**config.mk**
```make
export PLATFORM = sky130hd
export DESIGN_NAME = prog_sequencer_flat
export DESIGN_NICKNAME = d
export VERILOG_FILES = /design/src/rtl/prog_sequencer_if.sv /design/src/rtl/prog_sequencer.sv /design/src/flat_wrapper.sv
export SDC_FILE = /design/constraint.sdc
export NUM_CORES = 1
export LEC_CHECK = 0
export ABC_AREA = 0
export CAP_MARGIN = 20
export CORE_MARGIN = 8
export CORE_UTILIZATION = 56
export DETAILED_ROUTE_END_ITERATION = 10
export PLACE_DENSITY = 0.75
export SLEW_MARGIN = 10
export SYNTH_ARGS = -nofsm -noshare
export SYNTH_HDL_FRONTEND = slang
export SYNTH_SLANG_ARGS = --single-unit
```
**constraint.sdc**
```tcl
create_clock -name clk -period 3.75 [get_ports clk]
set_clock_uncertainty 0.2 [all_clocks]
set_input_delay 0.75 -clock clk [delete_from_list [all_inputs] [get_ports clk]]
set_output_delay 0.75 -clock clk [all_outputs]
set_load 0.01 [all_outputs]
```
**src/rtl/prog_sequencer_if.sv**
```systemverilog
// Handshake/bus bundle between the controller and prog_sequencer.
// The master side drives the controls and the sequencer (slave side) reports its state.
interface prog_sequencer_if #(
    parameter int ADDR_W = 6,
    parameter int INST_W = 23,
    parameter int DATA_W = 16
);
    logic              start;
    logic              write;
    logic [INST_W-1:0] program_in;
    logic              inc_pc;
    logic              branch;
    logic [DATA_W-1:0] bus;
    logic              halt_req;
    logic              call;
    logic              ret;

    logic [ADDR_W-1:0] pc;
    logic [INST_W-1:0] inst;
    logic              inst_valid;
    logic              running;
    logic              done;
    logic [ADDR_W:0]   prog_len;
    logic              load_full;
    logic              stack_err;

    modport master (
        output start, write, program_in, inc_pc, branch, bus, halt_req, call, ret,
        input  pc, inst, inst_valid, running, done, prog_len, load_full, stack_err
    );

    modport slave (
        input  start, write, program_in, inc_pc, branch, bus, halt_req, call, ret,
        output pc, inst, inst_valid, running, done, prog_len, load_full, stack_err
    );
endinterface

```
**src/rtl/prog_sequencer.sv**
```systemverilog
// Program store plus program counter with LOAD/RUN/HALT control and done reporting.
// Define SEQ_CALL_STACK_EN to build the call/return stack; otherwise call acts as branch.
module prog_sequencer #(
    parameter int ADDR_W  = 6,
    parameter int DEPTH   = 64,
    parameter int INST_W  = 23,
    parameter int DATA_W  = 16,
    parameter int STACK_D = 4
) (
    input  logic clk,
    input  logic rst_n,
    prog_sequencer_if.slave seq_if
);

    typedef enum logic [1:0] {IDLE, LOAD, RUN, HALT} state_e;

    localparam int LEN_W = ADDR_W + 1;
    localparam logic [LEN_W-1:0] DEPTH_L = LEN_W'(DEPTH);

    function automatic logic [ADDR_W-1:0] wrap_addr(input logic [LEN_W-1:0] a);
        return ADDR_W'(a % DEPTH_L);
    endfunction

    state_e            state_q, state_d;
    logic [ADDR_W-1:0] pc_q, pc_d;
    logic [INST_W-1:0] inst_q;
    logic              inst_valid_q, inst_valid_d;
    logic              done_q, done_d;
    logic [LEN_W-1:0]  prog_len_q, prog_len_d;
    logic              load_full_q, load_full_d;
    logic              enter_run;
    logic              mem_we;
    logic [ADDR_W-1:0] mem_waddr;
    logic [INST_W-1:0] mem [DEPTH];

    logic [LEN_W-1:0]  pc_inc;
    logic [ADDR_W-1:0] bus_tgt;

    assign pc_inc  = {1'b0, pc_q} + LEN_W'(1);
    assign bus_tgt = wrap_addr({1'b0, seq_if.bus[ADDR_W-1:0]});

`ifdef SEQ_CALL_STACK_EN
    localparam int SP_W = $clog2(STACK_D + 1);
    localparam int SI_W = (STACK_D > 1) ? $clog2(STACK_D) : 1;

    logic [SP_W-1:0]   sp_q, sp_d;
    logic              stack_err_q, stack_err_d;
    logic              push;
    logic [ADDR_W-1:0] stack_q [STACK_D];
    logic [ADDR_W-1:0] stack_top;

    assign stack_top = stack_q[SI_W'(sp_q - SP_W'(1))];
`endif

    always_comb begin
        state_d     = state_q;
        pc_d        = pc_q;
        done_d      = done_q;
        prog_len_d  = prog_len_q;
        load_full_d = load_full_q;
        mem_we      = 1'b0;
        mem_waddr   = prog_len_q[ADDR_W-1:0];
        enter_run   = 1'b0;
`ifdef SEQ_CALL_STACK_EN
        sp_d        = sp_q;
        stack_err_d = stack_err_q;
        push        = 1'b0;
`endif
        case (state_q)
            IDLE, HALT: begin
                if (seq_if.start) begin
                    enter_run = 1'b1;
                end else if (seq_if.write) begin
                    state_d    = LOAD;
                    prog_len_d = LEN_W'(1);
                    mem_we     = 1'b1;
                    mem_waddr  = '0;
                end
            end
            LOAD: begin
                if (seq_if.start) begin
                    enter_run = 1'b1;
                end else if (seq_if.write) begin
                    if (prog_len_q == DEPTH_L) begin
                        load_full_d = 1'b1;
                    end else begin
                        mem_we     = 1'b1;
                        prog_len_d = prog_len_q + LEN_W'(1);
                    end
                end
            end
            RUN: begin
                // halt_req pre-empts every pc update; an empty program ends immediately
                if (seq_if.halt_req) begin
                    state_d = HALT;
                end else if (prog_len_q == '0) begin
                    state_d = HALT;
                    done_d  = 1'b1;
                end
`ifdef SEQ_CALL_STACK_EN
                else if (seq_if.call) begin
                    pc_d = bus_tgt;
                    if (sp_q == SP_W'(STACK_D)) begin
                        stack_err_d = 1'b1;
                    end else begin
                        push = 1'b1;
                        sp_d = sp_q + SP_W'(1);
                    end
                end else if (seq_if.ret) begin
                    if (sp_q == '0) begin
                        stack_err_d = 1'b1;
                    end else begin
                        pc_d = stack_top;
                        sp_d = sp_q - SP_W'(1);
                    end
                end else if (seq_if.branch) begin
                    pc_d = bus_tgt;
                end
`else
                else if (seq_if.branch || seq_if.call) begin
                    pc_d = bus_tgt;
                end
`endif
                else if (seq_if.inc_pc) begin
                    if (pc_inc == prog_len_q) begin
                        state_d = HALT;
                        done_d  = 1'b1;
                    end else begin
                        pc_d = wrap_addr(pc_inc);
                    end
                end
            end
            default: state_d = IDLE;
        endcase

        if (enter_run) begin
            state_d = RUN;
            pc_d    = '0;
            done_d  = 1'b0;
`ifdef SEQ_CALL_STACK_EN
            sp_d    = '0;
`endif
        end

        // inst lags pc by one edge, so it only matches when pc holds still
        inst_valid_d = (state_q == RUN) && (state_d == RUN) && (pc_d == pc_q);
    end

    always_ff @(posedge clk) begin
        if (!rst_n) begin
            state_q      <= IDLE;
            pc_q         <= '0;
            inst_q       <= '0;
            inst_valid_q <= 1'b0;
            done_q       <= 1'b0;
            prog_len_q   <= '0;
            load_full_q  <= 1'b0;
        end else begin
            state_q      <= state_d;
            pc_q         <= pc_d;
            inst_valid_q <= inst_valid_d;
            done_q       <= done_d;
            prog_len_q   <= prog_len_d;
            load_full_q  <= load_full_d;
            if (state_q == RUN) begin
                inst_q <= mem[pc_q];
            end
        end
    end

    always_ff @(posedge clk) begin
        if (rst_n && mem_we) begin
            mem[mem_waddr] <= seq_if.program_in;
        end
    end

`ifdef SEQ_CALL_STACK_EN
    always_ff @(posedge clk) begin
        if (!rst_n) begin
            sp_q        <= '0;
            stack_err_q <= 1'b0;
        end else begin
            sp_q        <= sp_d;
            stack_err_q <= stack_err_d;
        end
    end

    always_ff @(posedge clk) begin
        if (rst_n && push) begin
            stack_q[SI_W'(sp_q)] <= wrap_addr(pc_inc);
        end
    end

    assign seq_if.stack_err = stack_err_q;
`else
    logic unused_nostack;
    assign unused_nostack   = seq_if.ret ^ (STACK_D > 0);
    assign seq_if.stack_err = 1'b0;
`endif

    generate
        if (DATA_W > ADDR_W) begin : g_bus_hi
            logic unused_bus_hi;
            assign unused_bus_hi = ^seq_if.bus[DATA_W-1:ADDR_W];
        end
    endgenerate

    assign seq_if.pc         = pc_q;
    assign seq_if.inst       = inst_q;
    assign seq_if.inst_valid = inst_valid_q;
    assign seq_if.running    = (state_q == RUN);
    assign seq_if.done       = done_q;
    assign seq_if.prog_len   = prog_len_q;
    assign seq_if.load_full  = load_full_q;

endmodule

```
**src/flat_wrapper.sv**
```systemverilog
// flat-port wrapper written by rule: the top's interface ports become plain ports
module prog_sequencer_flat 
#(
    parameter int ADDR_W  = 6,
    parameter int DEPTH   = 64,
    parameter int INST_W  = 23,
    parameter int DATA_W  = 16,
    parameter int STACK_D = 4
)
  (clk, rst_n, seq_if_start, seq_if_write, seq_if_program_in, seq_if_inc_pc, seq_if_branch, seq_if_bus, seq_if_halt_req, seq_if_call, seq_if_ret, seq_if_pc, seq_if_inst, seq_if_inst_valid, seq_if_running, seq_if_done, seq_if_prog_len, seq_if_load_full, seq_if_stack_err);
  prog_sequencer_if #(.ADDR_W(ADDR_W), .INST_W(INST_W), .DATA_W(DATA_W)) seq_if_i ();
  input  logic clk;
  input  logic rst_n;
  input wire logic [$bits(seq_if_i.start)-1:0] seq_if_start;
  input wire logic [$bits(seq_if_i.write)-1:0] seq_if_write;
  input wire logic [$bits(seq_if_i.program_in)-1:0] seq_if_program_in;
  input wire logic [$bits(seq_if_i.inc_pc)-1:0] seq_if_inc_pc;
  input wire logic [$bits(seq_if_i.branch)-1:0] seq_if_branch;
  input wire logic [$bits(seq_if_i.bus)-1:0] seq_if_bus;
  input wire logic [$bits(seq_if_i.halt_req)-1:0] seq_if_halt_req;
  input wire logic [$bits(seq_if_i.call)-1:0] seq_if_call;
  input wire logic [$bits(seq_if_i.ret)-1:0] seq_if_ret;
  output wire logic [$bits(seq_if_i.pc)-1:0] seq_if_pc;
  output wire logic [$bits(seq_if_i.inst)-1:0] seq_if_inst;
  output wire logic [$bits(seq_if_i.inst_valid)-1:0] seq_if_inst_valid;
  output wire logic [$bits(seq_if_i.running)-1:0] seq_if_running;
  output wire logic [$bits(seq_if_i.done)-1:0] seq_if_done;
  output wire logic [$bits(seq_if_i.prog_len)-1:0] seq_if_prog_len;
  output wire logic [$bits(seq_if_i.load_full)-1:0] seq_if_load_full;
  output wire logic [$bits(seq_if_i.stack_err)-1:0] seq_if_stack_err;
  assign seq_if_i.start = seq_if_start;
  assign seq_if_i.write = seq_if_write;
  assign seq_if_i.program_in = seq_if_program_in;
  assign seq_if_i.inc_pc = seq_if_inc_pc;
  assign seq_if_i.branch = seq_if_branch;
  assign seq_if_i.bus = seq_if_bus;
  assign seq_if_i.halt_req = seq_if_halt_req;
  assign seq_if_i.call = seq_if_call;
  assign seq_if_i.ret = seq_if_ret;
  assign seq_if_pc = seq_if_i.pc;
  assign seq_if_inst = seq_if_i.inst;
  assign seq_if_inst_valid = seq_if_i.inst_valid;
  assign seq_if_running = seq_if_i.running;
  assign seq_if_done = seq_if_i.done;
  assign seq_if_prog_len = seq_if_i.prog_len;
  assign seq_if_load_full = seq_if_i.load_full;
  assign seq_if_stack_err = seq_if_i.stack_err;
  prog_sequencer #(.ADDR_W(ADDR_W), .DEPTH(DEPTH), .INST_W(INST_W), .DATA_W(DATA_W), .STACK_D(STACK_D)) u_core (.clk(clk), .rst_n(rst_n), .seq_if(seq_if_i));
endmodule
```
**Word level (Yosys, flattened, before mapping)**

Memory sizes are Yosys's and may differ from the RTL's. A register that Yosys moved wholly into a read port is not among the register bits.
Index checks and enable logic that the tools add are counted.

- Bits in registers: 18
- Bits in writable memories: 1472
- Input port bits: 48
- Output and inout bits: 41
- Word-level logic and storage cells: 80
- Memories kept: 1

Memories:

| name | depth | width | read ports | clocked after Yosys merged registers in | write ports | RTL line | text |
|---|---|---|---|---|---|---|---|
| u_core.mem | 64 | 23 | 1 | 1 | 1 | prog_sequencer.sv:34 | `logic [INST_W-1:0] mem [DEPTH];` |

- $add $sub $neg: 2
- Equal/unequal tests: 13
- Mux-type cells: 39
- Bitwise logic cells: 3
- Reductions and logical operators: 16

Operators by type and width:

| cell | count |
|---|---|
| 6-bit 2-to-1 mux | 10 |
| 7-bit 2-to-1 mux | 5 |
| 2-bit 2-to-1 mux | 8 |
| 7-bit one-hot mux with 2 select lines | 1 |
| 1-bit 2-to-1 mux | 13 |
| 2-bit != test (second input constant) | 5 |
| 6-bit by 1-bit adder with 7-bit output (second input constant) | 1 |
| 7-bit by 1-bit adder with 7-bit output (second input constant) | 1 |
| 7-bit == test | 1 |
| 7-bit == test (second input constant) | 1 |
| 7-bit logical NOT | 1 |
| 2-bit == test (second input constant) | 3 |
| 6-bit == test | 1 |
| 6-bit AND reduction | 1 |
| 2-bit nonzero test | 3 |
| 5-bit AND reduction | 1 |
| 2-bit one-hot mux with 2 select lines | 1 |
| 4-bit AND reduction | 1 |
| 2-bit OR reduction | 2 |
| 1-bit logical AND | 3 |
| 1-bit NOT | 3 |
| 3-bit OR reduction | 1 |
| 2-bit by 1-bit == test with 1-bit output (second input constant) | 1 |
| 2-bit logical NOT | 1 |
| other kinds (4) | 4 |

**Depth between registers and ports, before layout**

- Depth in word-level cells: 12
- Depth in mapped cells: 10
- Mapped depth without buffers: 9

**Least setup slack after synthesis**

No wires, ideal clock.

- Kind: register to register
- From: reg u_core.state_q[0]
- To: mem u_core.mem[9][0], enable pin
- Library setup time: 437 ps
- Arrival: 3427 ps
- Data required time: 3113 ps
- Setup slack: -314 ps
- Stages on the path, launching flop included: 8
- Buffers on the path: 1
- Clock period less this slack: 4064 ps
- Cell sequence: dfxtp_1 > inv_1 > ha_1 > clkbuf_1 > nand3b_1 > nor4_1 > nand2_1 > nor3b_1

- Cells in the longest elaborated chain, start to end: 6

RTL lines:

| element | RTL line | text |
|---|---|---|
| start, declared | prog_sequencer.sv:24 | `state_e state_q, state_d;` |
| start signal, assigned | prog_sequencer.sv:159 | `state_q <= state_d;` |
| 2-bit == test / 2-bit logical NOT (equally long branches) | prog_sequencer.sv:69 | `case (state_q)` |
| 2-bit OR reduction | prog_sequencer.sv:69 |  |
| 1-bit one-hot mux with 2 select lines | prog_sequencer.sv:69 |  |
| 1-bit logical AND | prog_sequencer.sv:172 | `if (rst_n && mem_we) begin` |
| 1-bit 2-to-1 mux | prog_sequencer.sv:172 |  |
| 1-bit 2-to-1 mux (implied by the code) | prog_sequencer.sv:173 | `mem[mem_waddr] <= seq_if.program_in;` |
| end, declared | prog_sequencer.sv:34 |  |

Several ways; a longest one is shown, not always the timed one.

==> flow_summary.toml <==
[status]
status = "complete, no violations"

[clock_network]
cts_tree = "built"
postCtsSetupBuffers = 0
cts_root_buffer = "clkbuf_16"
cts_buffer_depth = 3
cts.clk_slew.worst_paths_ns = 0.06
cts_buffers = 147
cts_sinks = 1513
htree_levels = 4
clkLatencyLatePin_ns = 0.75

[synthesis]
ys_ff_latch = 1513
ys_warn_count = 0
yosysUniqueCellTypes = 64
synth_cells = 2639
synthFlopType = "edfxtp_1"
syn_area_mm2 = 0.0577
synth_fp_nets = 2693
synth-async-reset-ratio_pct = 0
ys_seq_area_share_pct = 78.0
synth.avg_cell_area_um2 = 21.9
synth_edf_count = 1472

[route]
drt_iter0_markers = 4227
drc_errors = 0
met2_length_um = 68700
detail-route-antenna-nets = 0
wirelength_um = 144000
vias_per_cell = 6.67
dr.max_layer_used = "met5"
wl_per_cell_um = 32.7
dr.pass1.iters = 5
num_vias = 29400
met1_length_um = 53500
wl_met3_um = 17100

[floorplan]
core_area_mm2 = 0.102
die_h_um = 337
num_io_pins = 89
fp.dieArea_mm2 = 0.114
die_width_um = 337
start_util_pct = 56.6
num_rows = 117

[sta]
tightest_slew_ns = 0.950
max_slew_margin_pct = 36.7
tns_ns = 0
period_needed_ns = 3.58
fmax_mhz = 279
rsz0062_at_grt = "no"
finalCritPeriodShare_pct = 95.5
hold_viol = 0
drv_slew = 0
setup_violations = 0
fin_ws_ns = 0.170

[layout]
final_core_utilization_pct = 65.4
drive_gt1_share_pct = 29.2
layout_commonest_cell = "edfxtp_1"
nets = 2978
n_fill_cell = 6397
syn_to_final_growth_pct = 15.6
layout_common_cells = "1472 x edfxtp_1, 368 x mux4_2, 184 x a22oi_1, 151 x clkbuf_16, 143 x buf_4"

[run]
drv_cap = 0

[power_and_ir_drop]
sw_frac_of_total_pct = 21.1
p_comb_share_pct = 5.7
leakage_nw = 20.4
p_clk_share_pct = 40.8
seqPwrFrac_pct = 53.5
powerDensity_mw_per_mm2 = 522
switchingPower_w = 0.00736
internal_power_w = 0.0275
ir_drop_v = 0.000442

[placement]
gp_congestion = 0.888
port_buffers = 76
place_hpwl_um = 86200
post-place-ws_ns = 0.0873

[global_route]
grt_first_pass_wirelength_um = 207000
grt_overflow_total = 0
grt_use_total_pct = 25.4
grt_pass1_vias = 29600
antenna_found_initial = 15
grt_start_max_net_pins = 77

[critical_path]
worst_ep_required_time_ns = 4.19
crit_path_end_kind = "register"
start_kind = "register"
path_class = "reg -> reg"
cp_max_fo = 34
worstPathArrival_ns = 4.02

[worst_hold_path]
min_path_type = "in -> reg"
==> path summary, 6_finish.rpt <==
check	start	endpoint	slack [ns]	cells after the start
worst max-delay path	u_core.seq_if.pc[0]$_SDFF_PN0_	u_core.seq_if.inst[12]$_SDFFE_PN0P_	0.17	8
worst min-delay path	seq_if_program_in[17]	u_core.mem[25][17]$_DFFE_PP_	0.26	1
worst max register to register	u_core.seq_if.pc[0]$_SDFF_PN0_	u_core.seq_if.inst[12]$_SDFFE_PN0P_	0.17	8
worst min register to register	u_core.seq_if.inst[12]$_SDFFE_PN0P_	u_core.seq_if.inst[12]$_SDFFE_PN0P_	0.28	2
==> registers in the layout, summed over array words and instances, names as in the netlist <==
name,flops
u_core.state_q,2
u_core.mem,1472
u_core.seq_if.pc,6
u_core.seq_if.inst,23
u_core.seq_if.load_full,1
u_core.seq_if.prog_len,7
u_core.seq_if.done,1
u_core.seq_if.inst_valid,1
==> per-layer routing <==
layer / track usage (%) / vias to the layer above
met4: 8.25 / 4
li1: - / 11800
met5: 0 / -
met3: 6.88 / 277
met1: 34.8 / 15300
met2: 40.2 / 1987
==> cells in the mapped netlist, types with 3 or more instances <==
library cell	instances	area, um2
and2_1	3	18.8
nor3b_1	6	45.0
nand4_1	4	25.0
clkbuf_1	85	319
edfxtp_1	1472	44200
o21ai_1	24	120
xnor2_1	8	70.1
o21ai_0	6	30.0
buf_1	15	56.3
nand3b_1	24	180
nor2_1	87	327
nor4_1	26	163
o31ai_1	3	22.5
a22oi_1	184	1380
nand3_1	8	40.0
and3_1	3	18.8
inv_1	9	33.8
dfxtp_1	41	821
nand2b_1	6	37.5
o22ai_1	3	18.8
or3_1	3	18.8
nor2b_1	6	37.5
nor3_1	6	30.0
buf_6	5	56.3
ha_1	6	75.1
buf_4	3	22.5
xor2_1	4	35.0
nand2_1	32	120
o211a_1	3	30.0
a211o_1	3	26.3
mux4_2	368	8290
a21oi_1	103	515
buf_2	43	215
==> worst max-delay path, cell delays in order, from the launching register on <==
cell     delay [ns]
dfxtp_4        0.51
buf_12         0.31
buf_12         0.24
mux4_2         0.52
a22oi_1        0.37
a21oi_1        0.22
nor4_1         0.78
buf_4          0.24
o21ai_1        0.05
==> cells by family (layout without fill, tap and decap cells) <==
family / Yosys count / in the layout / share of synthesized area [%]
compound gates: 349 / 349 / 4.03
mux: 369 / 369 / 14.4
flops: 1513 / 1513 / 78.0
fa+ha+maj: 6 / 6 / 0.130
xor+xnor: 13 / 13 / 0.210
other cells: 1 / 8 / 0.00649
simple gates: 226 / 226 / 2.05
buf+inv: 162 / 559 / 1.24
==> through the flow <==
| stage | power (W) | area (um2) | hold slack (ns) | instances |
|---|---|---|---|---|
| floorplan | 0.0200 | 57700 | 0.298 | 2639 |
| global placement | 0.0209 | 62100 | 0.261 | 4143 |
| detailed placement | 0.0210 | 62100 | 0.268 | 4143 |
| CTS | 0.0350 | 66700 | 0.229 | 4404 |
| global route | 0.0358 | 66700 | 0.245 | 4404 |
| finish | 0.0349 | 66800 | 0.260 | 4411 |
==> layout make-up <==
| cell class | instances | area [um2] | area share [%] |
|---|---|---|---|
| inverter | 9 | 33.8 | 0.0506 |
| sequential | 1513 | 45000 | 67.5 |
| antenna | 7 | 17.5 | 0.0262 |
| multi-input combinational | 964 | 12200 | 18.3 |
| tap | 1368 | 1710 | 2.56 |
| clock inverter | 73 | 671 | 1.00 |
| clock buffer | 188 | 3960 | 5.93 |
| timing repair buffer | 289 | 3120 | 4.67 |
==> power by group through the flow <==
stage | Combinational (W) | Sequential (W) | Clock (W)
after global placement | 0.00189 | 0.0190 | 0
after detailed placement | 0.00195 | 0.0190 | 0
final | 0.00199 | 0.0187 | 0.0142
after CTS | 0.00197 | 0.0187 | 0.0144
after global routing | 0.00210 | 0.0187 | 0.0150
after floorplan | 0.000957 | 0.0190 | 0
==> timing repair <==
item                                   in CTS  in global routing
hold buffers                                0                  0
setup endpoints to repair                   0                  1
resized for setup                           0                  1
endpoints found under the hold margin       0                  0
No activity file was read; power rests on OpenSTA's default activity.
